[src/rtl/flexbex_imem_pkg.sv]
// Shared constants and types for the instruction-memory responder.
// LFSR constants apply only when FLEXBEX_IMEM_RAND_STALL_EN is defined.
package flexbex_imem_pkg;

   localparam int unsigned MAX_RESP_LAT = 4;

   // Fibonacci taps 16,14,13,11 as a bit mask over lfsr[15:0]
   localparam logic [15:0] LFSR_SEED = 16'hACE1;
   localparam logic [15:0] LFSR_TAPS = 16'hB400;

   typedef struct packed {
      logic valid;
      logic oob;
   } resp_ent_t;

endpackage

[src/rtl/flexbex_imem_resp_pipe.sv]
// Response pipeline: RESP_LAT-deep {valid, oob} shift register plus data
// stages fed from the SRAM output; OOB_FILL substituted at the output.
module flexbex_imem_resp_pipe
   import flexbex_imem_pkg::*;
#(
   parameter int unsigned RESP_LAT = 1,
   parameter logic [31:0] OOB_FILL = 32'h0000_0000
) (
   input  logic        clk,
   input  logic        rst_n,
   input  logic        in_valid,
   input  logic        in_oob,
   input  logic [31:0] sram_rdata_i,
   output logic        rvalid_o,
   output logic [31:0] rdata_o
);

   resp_ent_t   ent_q [RESP_LAT];
   logic [31:0] out_raw;
   logic [31:0] out_data;
   logic [31:0] hold_q;
   logic        out_valid;

   always_ff @(posedge clk or negedge rst_n) begin
      if (!rst_n) begin
         for (int i = 0; i < RESP_LAT; i++) ent_q[i] <= '0;
      end else begin
         ent_q[0] <= '{valid: in_valid, oob: in_oob};
         for (int i = 1; i < RESP_LAT; i++) ent_q[i] <= ent_q[i-1];
      end
   end

   if (RESP_LAT == 1) begin : g_direct
      assign out_raw = sram_rdata_i;
   end else begin : g_stages
      // dat_q[i] travels alongside ent_q[i+1]
      logic [31:0] dat_q [RESP_LAT-1];

      always_ff @(posedge clk or negedge rst_n) begin
         if (!rst_n) begin
            for (int i = 0; i < RESP_LAT - 1; i++) dat_q[i] <= '0;
         end else begin
            if (ent_q[0].valid) dat_q[0] <= sram_rdata_i;
            for (int i = 1; i < RESP_LAT - 1; i++)
               if (ent_q[i].valid) dat_q[i] <= dat_q[i-1];
         end
      end

      assign out_raw = dat_q[RESP_LAT-2];
   end

   assign out_valid = ent_q[RESP_LAT-1].valid;
   assign out_data  = ent_q[RESP_LAT-1].oob ? OOB_FILL : out_raw;

   always_ff @(posedge clk or negedge rst_n) begin
      if (!rst_n)         hold_q <= '0;
      else if (out_valid) hold_q <= out_data;
   end

   assign rvalid_o = out_valid;
   assign rdata_o  = out_valid ? out_data : hold_q;

endmodule

[src/rtl/flexbex_ibex_instr_mem_responder.sv]
// Fetch-side req/gnt/rvalid responder in front of a synchronous SRAM.
// Optional random grant stall: define FLEXBEX_IMEM_RAND_STALL_EN.
module flexbex_ibex_instr_mem_responder
   import flexbex_imem_pkg::*;
#(
   parameter logic [31:0] ADDR_BASE = 32'h0000_0000,
   parameter int unsigned MEM_WORDS = 1024,
   parameter int unsigned RESP_LAT  = 1,
   parameter int unsigned MAX_OUTST = 2,
   parameter logic [31:0] OOB_FILL  = 32'h0000_0000,
   localparam int unsigned AW       = $clog2(MEM_WORDS)
) (
   input  logic          clk,
   input  logic          rst_n,
   input  logic          instr_req_i,
   input  logic [31:0]   instr_addr_i,
   output logic          instr_gnt_o,
   output logic          instr_rvalid_o,
   output logic [31:0]   instr_rdata_o,
   output logic          sram_req_o,
   output logic [AW-1:0] sram_addr_o,
   input  logic [31:0]   sram_rdata_i,
   output logic          range_err_o,
   output logic          busy_o
);

   localparam int unsigned    CW      = $clog2(MAX_OUTST + 1);
   localparam logic [CW-1:0]  CNT_MAX = CW'(MAX_OUTST);

   logic [CW-1:0] cnt_q;
   logic          stall;
   logic          in_range;
   logic          range_err_q;
   logic [32:0]   addr_x;
   logic [32:0]   lo_x;
   logic [32:0]   hi_x;
   logic [31:0]   word_off;

   // 33-bit compare so a range ending at 2^32 does not wrap
   assign addr_x   = {1'b0, instr_addr_i};
   assign lo_x     = {1'b0, ADDR_BASE};
   assign hi_x     = lo_x + ({1'b0, 32'(MEM_WORDS)} << 2);
   assign in_range = (addr_x >= lo_x) && (addr_x < hi_x);

   assign word_off    = instr_addr_i - ADDR_BASE;
   assign sram_addr_o = AW'(word_off >> 2);

   assign instr_gnt_o = instr_req_i && (cnt_q < CNT_MAX) && !stall;
   assign sram_req_o  = instr_gnt_o && in_range;

`ifdef FLEXBEX_IMEM_RAND_STALL_EN
   logic [15:0] lfsr_q;

   always_ff @(posedge clk or negedge rst_n) begin
      if (!rst_n) lfsr_q <= LFSR_SEED;
      else        lfsr_q <= {lfsr_q[14:0], ^(lfsr_q & LFSR_TAPS)};
   end

   assign stall = (lfsr_q[1:0] == 2'b00);
`else
   assign stall = 1'b0;
`endif

   flexbex_imem_resp_pipe #(
      .RESP_LAT (RESP_LAT),
      .OOB_FILL (OOB_FILL)
   ) u_resp_pipe (
      .clk          (clk),
      .rst_n        (rst_n),
      .in_valid     (instr_gnt_o),
      .in_oob       (!in_range),
      .sram_rdata_i (sram_rdata_i),
      .rvalid_o     (instr_rvalid_o),
      .rdata_o      (instr_rdata_o)
   );

   always_ff @(posedge clk or negedge rst_n) begin
      if (!rst_n) begin
         cnt_q <= '0;
      end else if (instr_gnt_o && !instr_rvalid_o) begin
         cnt_q <= cnt_q + CW'(1);
      end else if (!instr_gnt_o && instr_rvalid_o) begin
         cnt_q <= cnt_q - CW'(1);
      end
   end

   always_ff @(posedge clk or negedge rst_n) begin
      if (!rst_n)                        range_err_q <= 1'b0;
      else if (instr_gnt_o && !in_range) range_err_q <= 1'b1;
   end

   assign range_err_o = range_err_q;
   assign busy_o      = (cnt_q != '0);

endmodule

[config.mk]
export PLATFORM = sky130hd
export DESIGN_NAME = flexbex_ibex_instr_mem_responder
export DESIGN_NICKNAME = d
export VERILOG_FILES = /design/src/rtl/flexbex_imem_pkg.sv /design/src/rtl/flexbex_imem_resp_pipe.sv /design/src/rtl/flexbex_ibex_instr_mem_responder.sv
export SDC_FILE = /design/constraint.sdc
export NUM_CORES = 1
export LEC_CHECK = 0
export BUFFER_PORTS_ARGS = -buffer_cell sky130_fd_sc_hd__buf_2
export CORE_MARGIN = 3
export CORE_UTILIZATION = 40
export DETAILED_ROUTE_END_ITERATION = 10
export PLACE_DENSITY = 0.91
export SKIP_LAST_GASP = 1
export SYNTH_ARGS = -nofsm -noshare
export SYNTH_HDL_FRONTEND = slang
export SYNTH_SLANG_ARGS = --single-unit
[constraint.sdc]
create_clock -name clk -period 1.95 [get_ports clk]
set_input_delay 0.4875 -clock clk [delete_from_list [all_inputs] [get_ports clk]]
set_output_delay 0.4875 -clock clk [all_outputs]
set_load 0.03 [all_outputs]
# Word level (Yosys, flattened, before mapping)
# Index checks and enable logic that the tools add are counted.
word_totals:
  input_bits: 67
  ff_bits: 37
  out_inout_bits: 47
classes:
  n_reduce_logical: 11
  add_sub_neg: 2
  magnitude_cmp: 3
  n_mux: 4
ops:
  columns: ["operator", "n"]
  rows:
  - ["$mux W32", 2]
  - ["$ge A32 B1 Y1 const B", 1]
  - ["$lt A32 B13 Y1 const B", 1]
  - ["$logic_and A1 B1 Y1", 6]
  - ["$mux W2", 2]
  - ["$reduce_bool A2 Y1", 2]
  - ["$logic_not A1 Y1", 3]
  - ["$add A2 B1 Y2 const B", 1]
  - ["$lt A2 B2 Y1 const B", 1]
  - ["$sub A2 B1 Y2 const B", 1]

# Depth between registers and ports, before layout
# Gate-level depths: netlist of run 1.
logic_depth:
  word_depth: 6
  ltp_mapped: 6

# Cells and area by module
# Synthesis of run 1 repeated with hierarchy kept, for this count alone.
hier_totals:
  cells_unflattened: 108
  hier_area_um2: 1508.9
by_module_without_submodules:
  columns: ["mod", "seq_area_each_um2", "instances", "area_per_inst_um2", "cells_per_inst"]
  rows:
  - ["flexbex_imem_resp_pipe", 850.8, 1, 1212.4, 76]
  - ["flexbex_ibex_instr_mem_responder", 75.1, 1, 296.5, 32]

# Least setup slack after synthesis of run 1
# OpenSTA, ideal clock, no wires.
synth_path:
  path_kind: "input port to output port"
  start: "input port instr_req_i"
  end: "output port sram_req_o"
  path_buffers: 0
  setup_slack_ns: -0.412
  arrival_time_ns: 1.875
  path_stages: 2
  required_ns: 1.462
  path_cell_list: "nor2b_1 > nor3b_1"
synth_between:
  elab_chain_cells: 2
synth_lines:
  columns: ["item", "line_no", "rtl"]
  rows:
  - ["from (decl)", "flexbex_ibex_instr_mem_responder.sv:15", "input logic instr_req_i,"]
  - ["$logic_and A1 B1 Y1", "flexbex_ibex_instr_mem_responder.sv:48", "assign instr_gnt_o = instr_req_i && (cnt_q < CNT_MAX) && !stall;"]
  - ["$logic_and A1 B1 Y1", "flexbex_ibex_instr_mem_responder.sv:49", "assign sram_req_o = instr_gnt_o && in_range;"]
  - ["to (decl)", "flexbex_ibex_instr_mem_responder.sv:20", "output logic sram_req_o,"]
# Every way passes these cells.

# Worst setup path in the final report of run 1
layout_path:
  start: "register u_resp_pipe.ent_q (netlist bit u_resp_pipe.rvalid_o)"
  end: "output port instr_rdata_o[18]"
layout_between:
  elab_chain_cells: 1
layout_lines:
  columns: ["item", "line_no", "rtl"]
  rows:
  - ["from (decl)", "flexbex_imem_resp_pipe.sv:18", "resp_ent_t ent_q [RESP_LAT];"]
  - ["$mux W32", "flexbex_imem_resp_pipe.sv:61", "assign rdata_o = out_valid ? out_data : hold_q;"]
  - ["to (decl)", "flexbex_ibex_instr_mem_responder.sv:19", "output logic [31:0] instr_rdata_o,"]
# Every way passes these cells.

==> impl_metrics.sql, run 1 <==
INSERT INTO impl_metrics (metric_group, metric, value, unit) VALUES
('detailed_routing', 'detailroute.via_count', '1224', ''),
('global_route', 'grt_remaining_overflow', '0', ''),
('clocking', 'clk_root_buffer_cell', 'sky130_fd_sc_hd__clkbuf_8', ''),
('global_route', 'grtUsageTotal', '15.7', '%'),
('layout', 'num_antenna_cells', '0', ''),
('clocking', 'clock_latency_on_the_worst_skew_pair', '0.28', 'ns'),
('yosys', 'post_synth_main_area_contributors', 'sky130_fd_sc_hd__dfrtp_1, sky130_fd_sc_hd__a22o_1, sky130_fd_sc_hd__buf_4', ''),
('clocking', 'clk_transition_reported_paths', '0.07', 'ns'),
('clocking', 'cts_made_buffers', '5', ''),
('yosys', 'number_of_enable_flip_flop_cells_after_synthesis', '0', ''),
('detailed_routing', 'wl_per_cell', '14.4', 'µm'),
('floorplan', 'floorplan.die_area', '4420', 'µm²'),
('clocking', 'clock_path_buffers', '2', ''),
('clocking', 'cts_tree', 'done', ''),
('sta', 'finalWorstSetupSlack', '0.0507', 'ns'),
('critical_path', 'crit_path_end_kind', 'output port', ''),
('sta', 'maxClockFrequency', '527', 'MHz'),
('yosys', 'yosysTopAreaCell', 'sky130_fd_sc_hd__dfrtp_1', ''),
('yosys', 'synth_common_cells', 'sky130_fd_sc_hd__dfrtp_1, sky130_fd_sc_hd__a22o_1, sky130_fd_sc_hd__buf_4, sky130_fd_sc_hd__buf_2, sky130_fd_sc_hd__nor4_2', ''),
('yosys', 'synth-xor-area-share', '1.79', '%'),
('yosys', 'synth_cells', '106', ''),
('sta', 'slew-limit-headroom', '84.7', '%'),
('yosys', 'yosysUniqueCellTypes', '21', ''),
('sta', 'timing_max_transition_violations_final', '0', ''),
('detailed_routing', 'drt_pre_antenna_iters', '4', ''),
('yosys', 'post-synth-top-area-fraction', '63.2', '%'),
('detailed_routing', 'ant_nets', '0', ''),
('yosys', 'synth_top_family_by_area', 'compound AO/OA/AOI/OAI gates', ''),
('sta', 'final_period_minus_worst_setup_slack', '1.90', 'ns'),
('yosys', 'async_reset_ff_share', '100', '%'),
('detailed_routing', 'drtIter0Drc', '69', ''),
('sta', 'final_hold_violating_endpoints', '0', ''),
('sta', 'min_period_over_period', '97.4', '%'),
('yosys', 'synth-adder-area-share', '0.854', '%'),
('global_route', 'grt_antenna_before_repair', '0', ''),
('worst_hold_path', 'type_of_the_most_critical_hold_path', 'primary input to asynchronous set/reset pin', ''),
('placed_design', 'place_worst_setup_slack', '0.0302', 'ns'),
('pwr', 'power_density', '787', 'nW/µm²'),
('global_route', 'grt_pass1_vias', '1194', ''),
('critical_path', 'critical_path_arrival', '1.41', 'ns'),
('yosys', 'syn-cell-area', '1470', 'µm²'),
('layout', 'syn_to_final_growth', '43.6', '%'),
('floorplan', 'dieHeight', '66.5', 'µm'),
('yosys', 'synth_mux_area_share', '0', '%'),
('critical_path', 'maximum_fanout_encountered_on_the_critical_timing_path', '9', ''),
('placed_design', 'place_congestion', '0.755', ''),
('sta', 'finalSetupViolCount', '0', ''),
('layout', 'post_route_cells_drive_above_1_share', '58.4', '%'),
('layout', 'multiInputGateArea', '454', 'µm²'),
('outcome', 'outcome', 'completed', ''),
('detailed_routing', 'via_per_inst', '5.04', ''),
('critical_path', 'criticalPathCategory', 'register to output port', ''),
('floorplan', 'core.rowCount', '21', ''),
('clocking', 'cts_htree_levels', '2', ''),
('layout', 'final_area', '2100', 'µm²'),
('sta', 'hold_slack', '0.169', 'ns'),
('layout', 'fillerInstances', '294', ''),
('yosys', 'postSynth.topFlopCell', 'sky130_fd_sc_hd__dfrtp_1', ''),
('layout', 'final-seq-area', '926', 'µm²'),
('yosys', 'syn_nets', '174', ''),
('placed_design', 'dp_hpwl', '2540', 'µm'),
('floorplan', 'initial_core_util', '42.6', '%'),
('yosys', 'synthMostInstantiatedCell', 'sky130_fd_sc_hd__dfrtp_1', ''),
('floorplan', 'i_o_pins', '114', ''),
('sta', 'rsz_0062_raised_after_global_routing', 'yes', ''),
('global_route', 'grt_pass1_wl', '5170', 'µm'),
('clocking', 'clock-sinks', '37', ''),
('yosys', 'yosysWarningCount', '0', ''),
('global_route', 'grt_start_max_net_pins', '38', ''),
('placed_design', 'place_area', '1940', 'µm²'),
('clocking', 'ctsHoldBuffers', '0', '');
[path summary, 6_finish.rpt]
check / cells after the start / slack, ns / from / endpoint
worst min-delay path: 2 / 0.17 / rst_n / u_resp_pipe.hold_q[9]
worst min register to register: 1 / 0.50 / u_resp_pipe.hold_q[30] / u_resp_pipe.hold_q[30]
min in group clk: 2 / 0.45 / sram_rdata_i[13] / u_resp_pipe.hold_q[13]
max in group asynchronous: 2 / 1.60 / rst_n / u_resp_pipe.hold_q[21]
worst max-delay path: 5 / 0.05 / u_resp_pipe.rvalid_o / instr_rdata_o[18]
worst max register to register: 5 / 0.60 / u_resp_pipe.rvalid_o / cnt_q[1]
[where the power goes]
| group | leakage (nW) | internal [mW] | switching (mW) |
|---|---|---|---|
| combinational | 0.594 | 0.142 | 0.197 |
| sequential | 0.501 | 0.797 | 0.0258 |
| clock | 0.0450 | 0.247 | 0.246 |
| total | 1.14 | 1.19 | 0.469 |
[repair_timing]
| item | 4_1_cts | 5_1_grt |
|---|---|---|
| hold endpoints to repair | 0 | 0 |
| endpoints found under the setup margin | 19 | 33 |
| resized for setup | 1 | 24 |
| pin swaps | 0 | 1 |
| buffers inserted | 0 | 1 |
| cloned | 0 | 1 |
[cells by family (layout without fill, tap and decap cells)]
group	after synthesis	after routing
simple gates	15	15
fa+ha+maj	1	1
buf+inv	17	108
flops	37	37
xor+xnor	3	3
compound gates	33	33
[state kept, by name, indices dropped and copies added (netlist names)]
signal,count
u_resp_pipe.hold_q,32
cnt_q,2
u_resp_pipe.rvalid_o,1
u_resp_pipe.ent_q,1
range_err_o,1
[critical path: stages (launching register included)]
cell and delay (ns):
sky130_fd_sc_hd__dfrtp_1 0.36, sky130_fd_sc_hd__inv_2 0.07, sky130_fd_sc_hd__nor2_4 0.15, sky130_fd_sc_hd__buf_4 0.19, sky130_fd_sc_hd__a22o_1 0.17, sky130_fd_sc_hd__clkbuf_4 0.19
[cell usage in the layout, fill, tap and decap left out, types with 2 or more instances in the layout]
| cell | count |
|---|---|
| sky130_fd_sc_hd__buf_6 | 3 |
| sky130_fd_sc_hd__dfrtp_1 | 37 |
| sky130_fd_sc_hd__buf_4 | 6 |
| sky130_fd_sc_hd__buf_2 | 75 |
| sky130_fd_sc_hd__xor2_1 | 2 |
| sky130_fd_sc_hd__a22o_1 | 31 |
| sky130_fd_sc_hd__nor4_2 | 2 |
| sky130_fd_sc_hd__nor4_1 | 2 |
| sky130_fd_sc_hd__clkinv_2 | 2 |
| sky130_fd_sc_hd__nand2_1 | 2 |
| sky130_fd_sc_hd__or2_2 | 2 |
| sky130_fd_sc_hd__clkbuf_4 | 14 |
| sky130_fd_sc_hd__clkbuf_8 | 5 |
[per-layer routing]
| metal | track usage, % | vias up | part of all wire (%) |
|---|---|---|---|
| met5 | 0 | - | 0 |
| met4 | 6.09 | 0 | 0.86 |
| met3 | 6.41 | 8 | 11 |
| met2 | 26.1 | 83 | 48 |
| met1 | 17.8 | 568 | 40 |
| li1 | - | 565 | - |
[metrics by stage]
stage / setup TNS, ns / total power [mW] / util (%) / cells
after global routing: -0.250 / 1.76 / 61.1 / 243
after floorplan: 0 / 1.06 / - / 106
after CTS: -0.0105 / 1.67 / 58.9 / 241
final: 0 / 1.66 / 61.1 / 243
after global placement: 0 / 1.16 / 56.4 / 233
after detailed placement: 0 / 1.16 / 56.4 / 233
[area by class of cell]
type	count	area share, %
flip-flops and latches	37	44.0
repair buffers	99	27.5
multi-input cells	52	21.6
clock buffers	6	3.45
well taps	46	2.74
clock inverters	2	0.476
inverters	1	0.178
No activity file was read; power rests on OpenSTA's default activity.
==> inputs of run 2 (changes only) <==
- RECOVER_POWER: not set -> 100
==> run 2 against run 1 <==
- count of clock-buffer cells in the layout stayed put
- register-to-register slack about the same
- power fell by 0.36%
- global-route usage did not move
- cell count did not move
- critical path depth unchanged
- sequential share of layout area increased by 0.37 points
- maximum frequency about the same
- final area fell by 0.83%
- critical path type unchanged
- critical endpoint is now instr_rdata_o[11]
- largest cell class unchanged
- largest power group unchanged
==> impl_metrics.sql, run 2 (synthesized netlist as in run 1, its figures left out) <==
INSERT INTO impl_metrics (metric_group, metric, value, unit) VALUES
('critical_path', 'regToRegEndpoint', 'cnt_q[1]', ''),
('critical_path', 'maximum_fanout_encountered_on_the_critical_timing_path', '9', ''),
('clocking', 'cts_tree', 'done', ''),
('layout', 'layout_common_cells', 'sky130_fd_sc_hd__buf_2, sky130_fd_sc_hd__dfrtp_1, sky130_fd_sc_hd__a22o_1', ''),
('sta', 'maxClockFrequency', '527', 'MHz'),
('clocking', 'clock-sinks', '37', ''),
('detailed_routing', 'drtIter0Drc', '63', ''),
('critical_path', 'criticalPathCategory', 'register to output port', ''),
('layout', 'biggestRegsByFlops', 'u_resp_pipe.hold_q: 32 flops, cnt_q: 2 flops', ''),
('critical_path', 'ff2ff_setup_slack', '0.59', 'ns'),
('layout', 'layout.cells.most_common', 'sky130_fd_sc_hd__buf_2', ''),
('critical_path', 'critPathSlowestCell', 'sky130_fd_sc_hd__dfrtp_1', ''),
('sta', 'timing_max_transition_violations_final', '0', ''),
('critical_path', 'crit_path_end_kind', 'output port', ''),
('layout', 'num-nets-final', '264', ''),
('critical_path', 'regToRegStartpoint', 'cnt_q[1]', ''),
('detailed_routing', 'wl_per_cell', '14.4', 'µm'),
('clocking', 'clock_path_buffers', '2', ''),
('sta', 'finalSetupViolCount', '0', ''),
('clocking', 'cts_htree_levels', '2', ''),
('floorplan', 'dieHeight', '66.5', 'µm'),
('critical_path', 'timing.reg2reg.worst_path_depth', '4', ''),
('floorplan', 'floorplan.die_area', '4420', 'µm²'),
('sta', 'final_hold_violating_endpoints', '0', ''),
('global_route', 'grt_antenna_before_repair', '0', ''),
('placed_design', 'cells_after_dpl', '233', ''),
('flow_run', 'max_cap_viol_count', '0', ''),
('layout', 'final_core_utilization', '60.6', '%'),
('global_route', 'grt_pass1_vias', '1194', ''),
('critical_path', 'crit_buf_inv', '3', ''),
('clocking', 'clk_transition_reported_paths', '0.07', 'ns'),
('critical_path', 'crit_chain', 'inv_2 -> nor2_4 -> buf_4 -> a22o_1 -> clkbuf_4', ''),
('placed_design', 'dp_hpwl', '2540', 'µm'),
('sta', 'tightestPinTransition', '0.873', 'ns'),
('sta', 'hold_slack', '0.410', 'ns'),
('clocking', 'clk_root_buffer_cell', 'sky130_fd_sc_hd__clkbuf_8', ''),
('outcome', 'outcome', 'completed', ''),
('layout', 'max_ffs_per_register', '32', ''),
('detailed_routing', 'final_wl', '3510', 'µm'),
('layout', 'syn_to_final_growth', '42.4', '%'),
('worst_hold_path', 'type_of_the_most_critical_hold_path', 'primary input to asynchronous set/reset pin', ''),
('detailed_routing', 'ant_nets', '0', ''),
('floorplan', 'die_w', '66.5', 'µm'),
('detailed_routing', 'drt_pre_antenna_iters', '4', ''),
('critical_path', 'worstPathRequired', '1.46', 'ns'),
('clocking', 'ctsHoldBuffers', '0', ''),
('pwr', 'ir_worst_vdd', '0.432', 'mV'),
('critical_path', 'critical_path_arrival', '1.41', 'ns'),
('layout', 'post_route_cells_drive_above_1_share', '57.9', '%'),
('floorplan', 'i_o_pins', '114', ''),
('pwr', 'power_density', '791', 'nW/µm²'),
('layout', 'finish.cell_count_without_fillers', '243', ''),
('global_route', 'grt_start_max_net_pins', '38', ''),
('sta', 'rsz_0062_raised_after_global_routing', 'yes', ''),
('global_route', 'grtUsageTotal', '15.7', '%'),
('placed_design', 'portBuffers', '91', ''),
('sta', 'min_period_over_period', '97.4', '%'),
('detailed_routing', 'via_per_inst', '5.00', ''),
('global_route', 'grt_pass1_wl', '5170', 'µm'),
('floorplan', 'initial_core_util', '42.6', '%'),
('sta', 'worst_clock_skew', '0.00368', 'ns'),
('floorplan', 'core.rowCount', '21', ''),
('layout', 'fillerInstances', '297', ''),
('layout', 'num_antenna_cells', '0', ''),
('placed_design', 'place_congestion', '0.755', ''),
('floorplan', 'coreArea', '3440', 'µm²'),
('layout', 'registers.top_by_ff_count', 'u_resp_pipe.hold_q', ''),
('critical_path', 'timing.critical_path.max_delay_family', 'buffers and inverters', ''),
('critical_path', 'worst_path_largest_cell_delay', '0.36', 'ns'),
('clocking', 'cts_made_buffers', '5', ''),
('sta', 'slew-limit-headroom', '41.8', '%'),
('detailed_routing', 'detailroute.via_count', '1216', ''),
('detailed_routing', 'remaining_drc_errors', '0', ''),
('sta', 'final_period_minus_worst_setup_slack', '1.90', 'ns'),
('critical_path', 'startpoint_type', 'register', ''),
('global_route', 'grt_remaining_overflow', '0', ''),
('pwr', 'totalPowerFinal', '1.65', 'mW'),
('pwr', 'leakagePower', '1.13', 'nW'),
('clocking', 'clock_latency_on_the_worst_skew_pair', '0.28', 'ns');
[run 2: worst reg2reg max path, delay by kind of cell (launching register included)]
kind / cells / cell delay (ns)
and+or+nand+nor: 2 / 0.40
xor gates and xnor gates: 1 / 0.17
DFF: 1 / 0.40
adders and majority gates: 1 / 0.31
[run 2: cell type report]
class                      instances  area (µm²)  area share [%]
sequential                        37         926            44.4
timing repair buffer              99         564            27.1
multi-input combinational         52         452            21.7
clock buffer                       6        72.6            3.48
tap                               46        57.6            2.76
clock inverter                     2        10.0           0.480
inverter                           1        3.75           0.180
[run 2: how the worst max path moves through the flow]
stage | from | endpoint | slack [ns] | cells past startpoint
3_3_place_gp | instr_addr_i[28] | sram_req_o | 0.01 | 5
2_1_floorplan | instr_req_i | sram_req_o | 0.08 | 2
4_1_cts | u_resp_pipe.rvalid_o | instr_rdata_o[22] | -0.008 | 5
6_report | u_resp_pipe.rvalid_o | instr_rdata_o[11] | 0.05 | 5
3_5_place_dp | instr_addr_i[19] | sram_req_o | 0.03 | 5
5_1_grt | u_resp_pipe.rvalid_o | instr_rdata_o[2] | -0.03 | 5
[run 2: timing repair]
item                                    in CTS  in global routing
cloned                                       0                  1
pin swaps                                    0                  1
resized for setup                            1                 24
endpoints found under the setup margin      19                 33
setup buffers                                0                  1
[run 2: where the power goes]
group	internal (mW)	switching [mW]
Clock	0.247	0.246
Sequential	0.797	0.0242
Combinational	0.137	0.198
[run 2: per-layer routing]
metal	global-route usage [%]	vias up	wire [µm]
li1	-	565	-
met1	17.8	562	1410
met2	26.1	81	1680
met3	6.41	8	390
met4	6.09	0	30
met5	0	-	0
[run 2: metrics by stage]
step | setup WS [ns] | area, µm² | setup TNS (ns)
4_1_cts | -0.00761 | 2030 | -0.0105
6_report | 0.0515 | 2090 | 0
5_1_grt | -0.0285 | 2090 | -0.250
2_1_floorplan | 0.0763 | 1470 | 0
3_5_place_dp | 0.0302 | 1940 | 0
3_3_place_gp | 0.0136 | 1940 | 0
